File: config.mk
export PLATFORM = sky130hd
export DESIGN_NAME = tx_queue_arbiter_flat
export DESIGN_NICKNAME = d
export VERILOG_FILES = /design/src/rtl/tx_queue_arbiter_pkg.sv /design/src/rtl/tx_queue_arbiter_if.sv /design/src/rtl/tx_queue_rr_pick.sv /design/src/rtl/tx_queue_arbiter.sv /design/src/flat_wrapper.sv
export SDC_FILE = /design/constraint.sdc
export NUM_CORES = 1
export LEC_CHECK = 0
export CORE_AREA = 5 5 444 446
export CTS_CLUSTER_SIZE = 20
export DETAILED_ROUTE_END_ITERATION = 7
export DIE_AREA = 0 0 449 451
export GPL_ROUTABILITY_DRIVEN = 0
export GPL_TIMING_DRIVEN = 0
export HOLD_SLACK_MARGIN = 0.02
export SETUP_SLACK_MARGIN = 0.2
export SLEW_MARGIN = 25
export SYNTH_ARGS = -nofsm -noshare
export SYNTH_HDL_FRONTEND = slang
export SYNTH_SLANG_ARGS = --single-unit
File: constraint.sdc
create_clock -name clk -period 3.3 [get_ports clk]
set_input_delay 0.33 -clock clk [delete_from_list [all_inputs] [get_ports clk]]
set_output_delay 0.33 -clock clk [all_outputs]
set_load 0.03 [all_outputs]
File: src/rtl/tx_queue_arbiter_pkg.sv
// Shared definitions for the tx queue arbiter: state encoding, default
// queue geometry and small helpers used by the arbiter and its picker.
package tx_queue_arbiter_pkg;

  localparam int NUM_QUEUE_DEF = 4;
  localparam int QW_DEF        = 2;

  typedef enum logic [1:0] {
    ST_IDLE   = 2'd0,
    ST_GRANT  = 2'd1,
    ST_LOCKED = 2'd2
  } arb_state_t;

  // A queue owns the shared datapath while it is granted or locked.
  function automatic logic is_active(input arb_state_t st);
    return (st == ST_GRANT) || (st == ST_LOCKED);
  endfunction

endpackage

File: src/rtl/tx_queue_arbiter_if.sv
// Bundles the per-queue FIFO heads/strobes and the tx bit interface side
// of the shared high-layer datapath. The arbiter takes the master view.
interface tx_queue_arbiter_if #(
  parameter int NUM_QUEUE       = 4,
  parameter int DATA_WIDTH      = 64,
  parameter int TSF_TIMER_WIDTH = 64
);

  // per-queue FIFO side
  logic [NUM_QUEUE-1:0]                 empty_dmg_q;
  logic [NUM_QUEUE-1:0]                 emptyn_data_q;
  logic [NUM_QUEUE*DATA_WIDTH-1:0]      dmg_q;
  logic [NUM_QUEUE*TSF_TIMER_WIDTH-1:0] tsf_q;
  logic [NUM_QUEUE*DATA_WIDTH-1:0]      data_q;
  logic [NUM_QUEUE-1:0]                 ask_dmg_q;
  logic [NUM_QUEUE-1:0]                 ask_tsf_q;
  logic [NUM_QUEUE-1:0]                 ask_data_q;

  // virtual queue seen by the tx bit interface
  logic                       empty_dmg_to_tx;
  logic                       emptyn_data_to_tx;
  logic [DATA_WIDTH-1:0]      dmg_to_tx;
  logic [TSF_TIMER_WIDTH-1:0] tsf_to_tx;
  logic [DATA_WIDTH-1:0]      data_to_tx;
  logic                       ask_dmg_from_tx;
  logic                       ask_tsf_from_tx;
  logic                       ask_data_from_tx;
  logic                       pkt_done;

  modport master (
    input  empty_dmg_q, emptyn_data_q, dmg_q, tsf_q, data_q,
    output ask_dmg_q, ask_tsf_q, ask_data_q,
    output empty_dmg_to_tx, emptyn_data_to_tx, dmg_to_tx, tsf_to_tx, data_to_tx,
    input  ask_dmg_from_tx, ask_tsf_from_tx, ask_data_from_tx, pkt_done
  );

  modport slave (
    output empty_dmg_q, emptyn_data_q, dmg_q, tsf_q, data_q,
    input  ask_dmg_q, ask_tsf_q, ask_data_q,
    input  empty_dmg_to_tx, emptyn_data_to_tx, dmg_to_tx, tsf_to_tx, data_to_tx,
    output ask_dmg_from_tx, ask_tsf_from_tx, ask_data_from_tx, pkt_done
  );

endinterface

File: src/rtl/tx_queue_rr_pick.sv
// Combinational winner selection among requesting queues: either the
// highest requesting index, or the first requester at/after rr_ptr.
module tx_queue_rr_pick
  import tx_queue_arbiter_pkg::*;
#(
  parameter int NUM_QUEUE = NUM_QUEUE_DEF,
  parameter int QW        = QW_DEF
) (
  input  logic [NUM_QUEUE-1:0] req,
  input  logic [QW-1:0]        rr_ptr,
  input  logic                 strict_prio,
  output logic [QW-1:0]        winner,
  output logic                 valid
);

  logic [QW-1:0] strict_win_s;
  logic [QW-1:0] rr_win_s;
  logic [QW-1:0] idx_s;

  // Scan both policies; later loop iterations override earlier ones so the
  // strict scan ends on the highest index and the rr scan on the nearest.
  always_comb begin
    strict_win_s = '0;
    rr_win_s     = '0;
    idx_s        = '0;
    for (int i = 0; i < NUM_QUEUE; i++) begin
      strict_win_s = req[i] ? QW'(i) : strict_win_s;
    end
    // NUM_QUEUE is a power of two, so QW-bit addition wraps modulo NUM_QUEUE.
    for (int k = NUM_QUEUE - 1; k >= 0; k--) begin
      idx_s    = rr_ptr + QW'(k);
      rr_win_s = req[idx_s] ? idx_s : rr_win_s;
    end
    winner = strict_prio ? strict_win_s : rr_win_s;
    valid  = |req;
  end

endmodule

File: src/rtl/tx_queue_arbiter.sv
// Shares the single tx datapath between NUM_QUEUE priority queues. A queue
// is granted on a non-empty descriptor FIFO, locked at the descriptor
// fetch, and released on pkt_done or on watchdog expiry.
module tx_queue_arbiter
  import tx_queue_arbiter_pkg::*;
#(
  parameter int NUM_QUEUE       = NUM_QUEUE_DEF,
  parameter int QW              = QW_DEF,
  parameter int DATA_WIDTH      = 64,
  parameter int TSF_TIMER_WIDTH = 64,
  parameter int WDOG_WIDTH      = 20
) (
  input  logic                    clk,
  input  logic                    rst,
  input  logic [NUM_QUEUE-1:0]    queue_en,
  input  logic                    strict_prio,
  input  logic [WDOG_WIDTH-1:0]   wdog_top,
  tx_queue_arbiter_if.master      bus,
  output logic [QW-1:0]           cur_queue,
  output logic                    busy,
  output logic                    wdog_fire,
  output logic [NUM_QUEUE*32-1:0] grant_cnt
);

  arb_state_t                  state_r;
  arb_state_t                  state_nxt_s;
  logic [QW-1:0]               cur_queue_r;
  logic [QW-1:0]               cur_queue_nxt_s;
  logic [QW-1:0]               rr_ptr_r;
  logic [QW-1:0]               rr_ptr_nxt_s;
  logic [WDOG_WIDTH-1:0]       wdog_cnt_r;
  logic [WDOG_WIDTH-1:0]       wdog_cnt_nxt_s;
  logic                        wdog_fire_r;
  logic [NUM_QUEUE-1:0][31:0]  grant_cnt_r;

  logic [NUM_QUEUE-1:0]        req_s;
  logic [QW-1:0]               pick_winner_s;
  logic                        pick_valid_s;
  logic                        active_s;
  logic                        wdog_expire_s;
  logic                        done_s;
  logic                        wdog_hit_s;

  assign req_s    = ~bus.empty_dmg_q & queue_en;
  assign active_s = is_active(state_r);

  // The counter has already spent wdog_cnt_r cycles in LOCKED; expiry is the
  // cycle on which the incremented count would reach the programmed limit.
  assign wdog_expire_s = (wdog_top != '0) && ((wdog_cnt_r + WDOG_WIDTH'(1)) == wdog_top);

  tx_queue_rr_pick #(
    .NUM_QUEUE (NUM_QUEUE),
    .QW        (QW)
  ) u_pick (
    .req         (req_s),
    .rr_ptr      (rr_ptr_r),
    .strict_prio (strict_prio),
    .winner      (pick_winner_s),
    .valid       (pick_valid_s)
  );

  // Next-state logic for the grant FSM, rr pointer and watchdog counter.
  always_comb begin
    state_nxt_s     = state_r;
    cur_queue_nxt_s = cur_queue_r;
    rr_ptr_nxt_s    = rr_ptr_r;
    wdog_cnt_nxt_s  = wdog_cnt_r;
    done_s          = 1'b0;
    wdog_hit_s      = 1'b0;
    case (state_r)
      ST_IDLE: begin
        if (pick_valid_s) begin
          state_nxt_s     = ST_GRANT;
          cur_queue_nxt_s = pick_winner_s;
        end else begin
          state_nxt_s = ST_IDLE;
        end
      end
      ST_GRANT: begin
        // A descriptor read has already been routed to the queue this cycle,
        // so the fetch takes precedence over a concurrent disable/empty.
        if (bus.ask_dmg_from_tx) begin
          state_nxt_s    = ST_LOCKED;
          wdog_cnt_nxt_s = '0;
          rr_ptr_nxt_s   = cur_queue_r + QW'(1);
        end else if (bus.empty_dmg_q[cur_queue_r] || !queue_en[cur_queue_r]) begin
          state_nxt_s = ST_IDLE;
        end else begin
          state_nxt_s = ST_GRANT;
        end
      end
      ST_LOCKED: begin
        if (bus.pkt_done) begin
          done_s      = 1'b1;
          state_nxt_s = ST_IDLE;
        end else if (wdog_expire_s) begin
          wdog_hit_s  = 1'b1;
          state_nxt_s = ST_IDLE;
        end else begin
          wdog_cnt_nxt_s = wdog_cnt_r + WDOG_WIDTH'(1);
        end
      end
      default: begin
        state_nxt_s = ST_IDLE;
      end
    endcase
  end

  // Grant FSM state, granted queue, rr pointer, watchdog and its pulse.
  always_ff @(posedge clk) begin
    if (rst) begin
      state_r     <= ST_IDLE;
      cur_queue_r <= '0;
      rr_ptr_r    <= '0;
      wdog_cnt_r  <= '0;
      wdog_fire_r <= 1'b0;
    end else begin
      state_r     <= state_nxt_s;
      cur_queue_r <= cur_queue_nxt_s;
      rr_ptr_r    <= rr_ptr_nxt_s;
      wdog_cnt_r  <= wdog_cnt_nxt_s;
      wdog_fire_r <= wdog_hit_s;
    end
  end

  // Per-queue completed-grant counters, wrapping at 2^32.
  always_ff @(posedge clk) begin
    if (rst) begin
      grant_cnt_r <= '0;
    end else if (done_s) begin
      grant_cnt_r[cur_queue_r] <= grant_cnt_r[cur_queue_r] + 32'd1;
    end else begin
      grant_cnt_r <= grant_cnt_r;
    end
  end

  // Zero-latency AND-OR muxes and strobe routing keyed on the granted queue;
  // everything is forced quiet while no queue owns the datapath.
  always_comb begin
    bus.dmg_to_tx         = '0;
    bus.tsf_to_tx         = '0;
    bus.data_to_tx        = '0;
    bus.emptyn_data_to_tx = 1'b0;
    bus.ask_dmg_q         = '0;
    bus.ask_tsf_q         = '0;
    bus.ask_data_q        = '0;
    for (int i = 0; i < NUM_QUEUE; i++) begin
      logic sel;
      sel = active_s && (QW'(i) == cur_queue_r);
      bus.dmg_to_tx         = bus.dmg_to_tx  | ({DATA_WIDTH{sel}} & bus.dmg_q[i*DATA_WIDTH +: DATA_WIDTH]);
      bus.tsf_to_tx         = bus.tsf_to_tx  | ({TSF_TIMER_WIDTH{sel}} & bus.tsf_q[i*TSF_TIMER_WIDTH +: TSF_TIMER_WIDTH]);
      bus.data_to_tx        = bus.data_to_tx | ({DATA_WIDTH{sel}} & bus.data_q[i*DATA_WIDTH +: DATA_WIDTH]);
      bus.emptyn_data_to_tx = bus.emptyn_data_to_tx | (sel & bus.emptyn_data_q[i]);
      bus.ask_dmg_q[i]      = sel & bus.ask_dmg_from_tx;
      bus.ask_tsf_q[i]      = sel & bus.ask_tsf_from_tx;
      bus.ask_data_q[i]     = sel & bus.ask_data_from_tx;
    end
    // Only GRANT exposes a descriptor; LOCKED hides it to block a second fetch.
    bus.empty_dmg_to_tx = (state_r == ST_GRANT) ? bus.empty_dmg_q[cur_queue_r] : 1'b1;
  end

  assign cur_queue = cur_queue_r;
  assign busy      = active_s;
  assign wdog_fire = wdog_fire_r;
  assign grant_cnt = grant_cnt_r;

endmodule

File: src/flat_wrapper.sv
// flat-port wrapper written by rule: the top's interface ports become plain ports
module tx_queue_arbiter_flat import tx_queue_arbiter_pkg::*;
#(
  parameter int NUM_QUEUE       = NUM_QUEUE_DEF,
  parameter int QW              = QW_DEF,
  parameter int DATA_WIDTH      = 64,
  parameter int TSF_TIMER_WIDTH = 64,
  parameter int WDOG_WIDTH      = 20
)
  (clk, rst, queue_en, strict_prio, wdog_top, cur_queue, busy, wdog_fire, grant_cnt, bus_empty_dmg_q, bus_emptyn_data_q, bus_dmg_q, bus_tsf_q, bus_data_q, bus_ask_dmg_q, bus_ask_tsf_q, bus_ask_data_q, bus_empty_dmg_to_tx, bus_emptyn_data_to_tx, bus_dmg_to_tx, bus_tsf_to_tx, bus_data_to_tx, bus_ask_dmg_from_tx, bus_ask_tsf_from_tx, bus_ask_data_from_tx, bus_pkt_done);
  tx_queue_arbiter_if #(.NUM_QUEUE(NUM_QUEUE), .DATA_WIDTH(DATA_WIDTH), .TSF_TIMER_WIDTH(TSF_TIMER_WIDTH)) bus_i ();
  input  logic clk;
  input  logic rst;
  input  logic [NUM_QUEUE-1:0] queue_en;
  input  logic strict_prio;
  input  logic [WDOG_WIDTH-1:0] wdog_top;
  output logic [QW-1:0] cur_queue;
  output logic busy;
  output logic wdog_fire;
  output logic [NUM_QUEUE*32-1:0] grant_cnt;
  input wire logic [$bits(bus_i.empty_dmg_q)-1:0] bus_empty_dmg_q;
  input wire logic [$bits(bus_i.emptyn_data_q)-1:0] bus_emptyn_data_q;
  input wire logic [$bits(bus_i.dmg_q)-1:0] bus_dmg_q;
  input wire logic [$bits(bus_i.tsf_q)-1:0] bus_tsf_q;
  input wire logic [$bits(bus_i.data_q)-1:0] bus_data_q;
  output wire logic [$bits(bus_i.ask_dmg_q)-1:0] bus_ask_dmg_q;
  output wire logic [$bits(bus_i.ask_tsf_q)-1:0] bus_ask_tsf_q;
  output wire logic [$bits(bus_i.ask_data_q)-1:0] bus_ask_data_q;
  output wire logic [$bits(bus_i.empty_dmg_to_tx)-1:0] bus_empty_dmg_to_tx;
  output wire logic [$bits(bus_i.emptyn_data_to_tx)-1:0] bus_emptyn_data_to_tx;
  output wire logic [$bits(bus_i.dmg_to_tx)-1:0] bus_dmg_to_tx;
  output wire logic [$bits(bus_i.tsf_to_tx)-1:0] bus_tsf_to_tx;
  output wire logic [$bits(bus_i.data_to_tx)-1:0] bus_data_to_tx;
  input wire logic [$bits(bus_i.ask_dmg_from_tx)-1:0] bus_ask_dmg_from_tx;
  input wire logic [$bits(bus_i.ask_tsf_from_tx)-1:0] bus_ask_tsf_from_tx;
  input wire logic [$bits(bus_i.ask_data_from_tx)-1:0] bus_ask_data_from_tx;
  input wire logic [$bits(bus_i.pkt_done)-1:0] bus_pkt_done;
  assign bus_i.empty_dmg_q = bus_empty_dmg_q;
  assign bus_i.emptyn_data_q = bus_emptyn_data_q;
  assign bus_i.dmg_q = bus_dmg_q;
  assign bus_i.tsf_q = bus_tsf_q;
  assign bus_i.data_q = bus_data_q;
  assign bus_ask_dmg_q = bus_i.ask_dmg_q;
  assign bus_ask_tsf_q = bus_i.ask_tsf_q;
  assign bus_ask_data_q = bus_i.ask_data_q;
  assign bus_empty_dmg_to_tx = bus_i.empty_dmg_to_tx;
  assign bus_emptyn_data_to_tx = bus_i.emptyn_data_to_tx;
  assign bus_dmg_to_tx = bus_i.dmg_to_tx;
  assign bus_tsf_to_tx = bus_i.tsf_to_tx;
  assign bus_data_to_tx = bus_i.data_to_tx;
  assign bus_i.ask_dmg_from_tx = bus_ask_dmg_from_tx;
  assign bus_i.ask_tsf_from_tx = bus_ask_tsf_from_tx;
  assign bus_i.ask_data_from_tx = bus_ask_data_from_tx;
  assign bus_i.pkt_done = bus_pkt_done;
  tx_queue_arbiter #(.NUM_QUEUE(NUM_QUEUE), .QW(QW), .DATA_WIDTH(DATA_WIDTH), .TSF_TIMER_WIDTH(TSF_TIMER_WIDTH), .WDOG_WIDTH(WDOG_WIDTH)) u_core (.clk(clk), .rst(rst), .queue_en(queue_en), .strict_prio(strict_prio), .wdog_top(wdog_top), .bus(bus_i), .cur_queue(cur_queue), .busy(busy), .wdog_fire(wdog_fire), .grant_cnt(grant_cnt));
endmodule
### Word-level counts from Yosys, hierarchy flattened

Index checks and enable logic that the tools add are counted.

| word-level totals | value |
|---|---|
| register bits after elaboration | 155 |
| latch bits | 0 |
| RAM bits | 0 |
| bits in read-only memories | 0 |
| bits of input ports | 807 |
| logic and storage cells | 131 |
| memories kept | 0 |

| cells by class | value |
|---|---|
| add/subtract/negate cells | 6 |
| multipliers | 0 |
| div/mod/pow operators | 0 |
| $lt $le $gt $ge | 6 |
| eq/ne operators | 10 |
| shift-type cells | 0 |
| muxes and demuxes | 39 |
| bitwise gates (word level) | 43 |
| reduce and logical (&&, ||, !) cells | 18 |

Operators with widths:

| cell | count |
|---|---|
| $and 64x64->64 | 12 |
| $or 64x64->64 | 9 |
| $bwmux 128 | 1 |
| $bmux 32 s2 | 1 |
| $demux 32 s2 | 1 |
| $mux 32 | 2 |
| $mux 20 | 3 |
| $pmux 20 s2 | 1 |
| $add 32x1->32 const B | 1 |
| $add 20x1->20 const B | 1 |
| $eq 20x20->1 | 1 |
| $mux 2 | 10 |
| $reduce_bool 20->1 | 1 |
| $and 1x1->1 | 16 |
| $lt 2x3->1 const B | 5 |
| $mux 1 | 13 |
| $bmux 1 s2 | 6 |
| $logic_and 1x1->1 | 6 |
| $ne 2x2->1 const B | 3 |
| $pmux 2 s3 | 1 |
| $add 2x1->2 const B | 2 |
| $add 2x2->2 const B | 2 |
| $and 4x4->4 | 1 |
| $eq 2x2->1 const A | 2 |
| other kinds (16) | 21 |

### Depth between registers and ports, before layout

| logic depth | value |
|---|---|
| depth in word-level cells | 9 |
| depth in mapped cells | 14 |
| mapped depth without buffers | 9 |

### By module

A second synthesis with hierarchy kept.

| second synthesis, totals | value |
|---|---|
| cell total of the unflattened synthesis | 1604 |
| area total of the unflattened synthesis | 12105.4 µm² |

Modules (own cells, without submodules):

| module | instances | cells an instance | area an instance (µm²) | sequential area each (µm²) |
|---|---|---|---|---|
| tx_queue_arbiter | 1 | 1575 | 11920.2 | 3103.0 |
| tx_queue_rr_pick | 1 | 29 | 185.2 | 0.0 |

### Least setup slack after synthesis

OpenSTA, ideal clock, no wires.

| timing path | value |
|---|---|
| path type | register -> output |
| from | reg u_core.cur_queue_r[1], in the netlist u_core.cur_queue[1] |
| to | out bus_dmg_to_tx[0] |
| arrival | 2705 ps |
| path slack | 265 ps |
| cell stages (with the launch flop) | 13 |
| cell sequence | dfxtp_1 -> buf_4 -> buf_2 -> buf_4 -> buf_2 -> inv_1 -> ha_1 -> and2_1 -> clkbuf_1 -> clkbuf_1 -> clkbuf_1 -> a22oi_1 -> nand2_1 |

| on the way | value |
|---|---|
| cells in the longest elaborated chain, start to end | 6 |

Ends and longest elaborated chain:

| element | RTL line | RTL |
|---|---|---|
| from (decl) | tx_queue_arbiter.sv:27 | `logic [QW-1:0] cur_queue_r;` |
| from (signal assigned) | tx_queue_arbiter.sv:119 | `cur_queue_r <= cur_queue_nxt_s;` |
| $eq 1x2->1 / $logic_not 2->1 (equally long branches) | tx_queue_arbiter.sv:149 | `sel = active_s && (QW'(i) == cur_queue_r);` |
| $logic_and 1x1->1 | tx_queue_arbiter.sv:149 |  |
| $and 64x64->64 | tx_queue_arbiter.sv:150 | `bus.dmg_to_tx = bus.dmg_to_tx \| ({DATA_WIDTH{sel}} & bus.dmg_q[i*DATA_WIDTH +: DATA_WIDTH]);` |
| $or 64x64->64 (2 in a row) | tx_queue_arbiter.sv:150 |  |
| $or 64x64->64 * | tx_queue_arbiter.sv:150 |  |
| to (decl) | flat_wrapper.sv:31 | `output wire logic [$bits(bus_i.dmg_to_tx)-1:0] bus_dmg_to_tx;` |

Every way passes the cells marked *; elsewhere a longest branch is shown, timed or not.

### Worst setup path in the final report

| timing path | value |
|---|---|
| from | reg u_core.cur_queue_r[0], in the netlist u_core.cur_queue[0] |
| to | out bus_tsf_to_tx[38] |

| on the way | value |
|---|---|
| cells in the longest elaborated chain, start to end | 6 |

Ends and longest elaborated chain:

| element | RTL line | RTL |
|---|---|---|
| $eq 1x2->1 / $logic_not 2->1 (equally long branches) | tx_queue_arbiter.sv:149 |  |
| $logic_and 1x1->1 | tx_queue_arbiter.sv:149 |  |
| $and 64x64->64 | tx_queue_arbiter.sv:151 | `bus.tsf_to_tx = bus.tsf_to_tx \| ({TSF_TIMER_WIDTH{sel}} & bus.tsf_q[i*TSF_TIMER_WIDTH +: TSF_TIMER_WIDTH]);` |
| $or 64x64->64 (2 in a row) | tx_queue_arbiter.sv:151 |  |
| $or 64x64->64 * | tx_queue_arbiter.sv:151 |  |
| to (decl) | flat_wrapper.sv:32 | `output wire logic [$bits(bus_i.tsf_to_tx)-1:0] bus_tsf_to_tx;` |

Marked as above.

==> results by group <==
Outcome
  • Status: finished, violations left
  • Failing checks: negative setup slack

STA
  • Worst setup margin: -287 ps
  • RSZ-0062 raised after global routing: true
  • WHS: 497 ps
  • Setup-failing EPs final: 154
  • Worst slew pin tran: 895 ps
  • Fin crit share: 109%
  • Slew headroom: 40.3%
  • Clock skew: 19.1 ps
  • Min Tclk post-route: 3590 ps
  • Slew Limit Fails: 0
  • Final hold vios: 0
  • FMAX: 279 MHz

Floorplan
  • Core ar.: 192000 µm²
  • Die Span X: 449 µm
  • Die ar.: 202000 µm²
  • Num ports: 1145
  • Die height: 451 µm
  • Placement Rows: 161
  • Initial Util: 6.22%

Flow run
  • Max-cap viol count: 0

Global routing
  • Initial antenna violation count: 130
  • Vias in the first global route: 19900
  • Largest net degree at the start of global routing: 20
  • Gr usage total: 18.3%
  • First-pass GRT wire length: 239 mm
  • Grt total ovfl: 0

Synth
  • Mapped Cells: 1585
  • Synth Cell Area: 11900 µm²
  • Synth warn: 0
  • Top FF cell, synth: dfxtp_1
  • Unique masters post-synth: 58
  • Post-synthesis register bit count: 155
  • Post-synth EDFFs: 0
  • Avg Inst Size Synth: 7.54 µm²
  • Net Count, Synth: 2401
  • Post-synthesis sequential area ratio: 26.0%
  • Asr flop ratio synth: 0%

Route
  • Total Wirelength: 199 mm
  • Routed len/inst: 36.0 µm
  • Detailed Route Iter0 Violations: 2117
  • M1 WL: 64.1 mm
  • Vias per std cell: 3.82
  • Top Metal Used: met5
  • DR DRC count: 0
  • Antenna Nets Post-Route: 0
  • Metal2 WL: 92.4 mm
  • Total iterations of the first detailed-routing run: 7
  • DR vias: 21200
  • Met3 wire length: 31.5 mm

Pwr
  • P_leak: 11.9 nW
  • Psw: 3.87 mW
  • Switch share: 40.8%
  • Combinational power share: 58.0%
  • PD cells: 284 nW/µm²
  • Sequential group share of total power: 20.1%
  • Peak supply drop: 335 µV
  • Internal power: 5.62 mW
  • Clock power frac: 21.9%
  • Total Power: 9.48 mW

Clock tree
  • Clock buffer count from CTS: 17
  • Max clock buf depth: 2
  • Number of clock sinks: 155
  • CTS tree: done
  • Clock latency on the worst-skew pair: 470 ps
  • Clock Pin Slew Worst Setup and Hold Paths: 70 ps
  • # hold bufs at CTS: 0
  • H-Tree Depth: 4
  • Root Driver: clkbuf_16

Critical path
  • CP arrival: 3260 ps
  • Worst-path maximum fanout: 4
  • WS Path Type: reg2out
  • Critical path required time: 2970 ps
  • CP endpoint kind: output port
  • Launching element type of the critical path: register

Placement
  • PortBufs: 1144
  • Dpl ws: -2570 ps
  • HPWL after detailed placement: 172 mm

Layout
  • Post-layout util: 17.4%
  • Final nets: 3774
  • Area Overhead vs Synth: 179%
  • Share of layout cells above drive strength 1: 31.9%

Worst hold path
  • Min-Delay Path Class: reg2reg
==> cells in the final DEF (no fill, tap or decap), types with 36 or more instances in the layout <==
| cell type | instances |
|---|---|
| clkdlybuf4s50_1 | 942 |
| a22oi_2 | 256 |
| buf_6 | 250 |
| nand2_1 | 175 |
| dfxtp_1 | 151 |
| nor2_1 | 142 |
| a22oi_1 | 131 |
| o21ai_0 | 84 |
| clkbuf_16 | 64 |
| buf_4 | 63 |
| nand2_2 | 61 |
| a21oi_1 | 58 |
| buf_12 | 57 |
| a211oi_1 | 49 |
| buf_8 | 46 |
| clkbuf_1 | 42 |
| diode_2 | 36 |
==> sequential cells by signal, indices dropped and copies added (netlist names) <==
| signal | cells |
|---|---|
| u_core.cur_queue | 2 |
| u_core.grant_cnt | 128 |
| u_core.rr_ptr_r | 2 |
| u_core.state_r | 2 |
| u_core.wdog_cnt_r | 20 |
| u_core.wdog_fire | 1 |
==> Yosys cell counts (all sizes together), types with 20 or more instances <==
cell type	number	area [µm²]
a22oi	387	2910
nand2	245	922
dfxtp	155	3100
nor2	144	541
clkbuf	121	454
o21ai	85	425
a21oi	58	290
a211oi	49	368
buf	37	218
xnor2	36	315
mux4	33	743
nand3	25	125
and3	21	131
xor2	20	175
==> stage by stage <==
step                      std cells  TNS [ps]  instance area (µm²)
after CTS                      5411    -23850                31200
after global routing           5518    -28240                33300
after floorplan                1585         0                11900
final                          5533    -14870                33400
after detailed placement       5288   -419590                27200
after global placement         5255   -568940                26600
==> worst max-delay path, stage by stage (launching register included) <==
cell and delay (ps):
dfxtp_4 390, buf_12 110, buf_12 100, buf_12 100
clkinvlp_4 100, ha_4 230, and2_4 180, buf_8 120
buf_8 110, buf_12 140, buf_16 170, a22oi_2 570
nand2_1 180, buf_6 180
==> cells by family (layout without fill, tap and decap cells) <==
family | after synthesis | in the layout | synth area share (%)
mux | 39 | 39 | 6.73
flops | 155 | 155 | 26.0
xor+xnor | 56 | 56 | 4.10
compound gates | 629 | 629 | 36.7
buf+inv | 175 | 1561 | 6.16
simple gates | 522 | 522 | 19.4
other cells | 0 | 36 | 0
fa+ha+maj | 9 | 9 | 0.942
==> power by group through the flow <==
stage                     registers (mW)  logic [mW]  clock network (mW)
after floorplan                     1.97        1.39                   0
after global placement              1.95        4.01                   0
after detailed placement            1.96        4.08                   0
after CTS                           1.91        4.99                2.11
after global routing                1.91        5.68                2.19
final                               1.91        5.50                2.08
==> layout make-up <==
class	instances	area [µm²]
clock inverter	15	191
clock buffer	17	425
buffer	156	1900
fill	21400	159000
tap	2526	3160
multi-input combinational	1255	9760
inverter	17	71.3
sequential	155	3110
antenna	36	90.1
timing repair buffer	1356	14700
==> timing repair <==
| action | CTS | global route |
|---|---|---|
| cloned | 20 | 7 |
| resized for setup | 1688 | 534 |
| setup buffers | 72 | 80 |
| endpoints found under the hold margin | 0 | 0 |
| setup endpoints to repair | 333 | 295 |
| pin swaps | 125 | 155 |
==> layer usage <==
layer / vias to the layer above / GRT usage, %
met4: 114 / 7.31
met5: - / 0
met2: 1512 / 30.1
met3: 362 / 12.0
li1: 8852 / -
met1: 10300 / 18.5
==> worst paths after layout <==
kind	depth (start not counted)	to	from	slack (ps)
max reg2reg	13	u_core.grant_cnt[124]	u_core.cur_queue[0]	40
min reg2reg	2	u_core.grant_cnt[1]	u_core.grant_cnt[1]	500
max	13	bus_tsf_to_tx[38]	u_core.cur_queue[0]	-290
min	2	u_core.grant_cnt[1]	u_core.grant_cnt[1]	500
No activity file was read; power rests on OpenSTA's default activity.
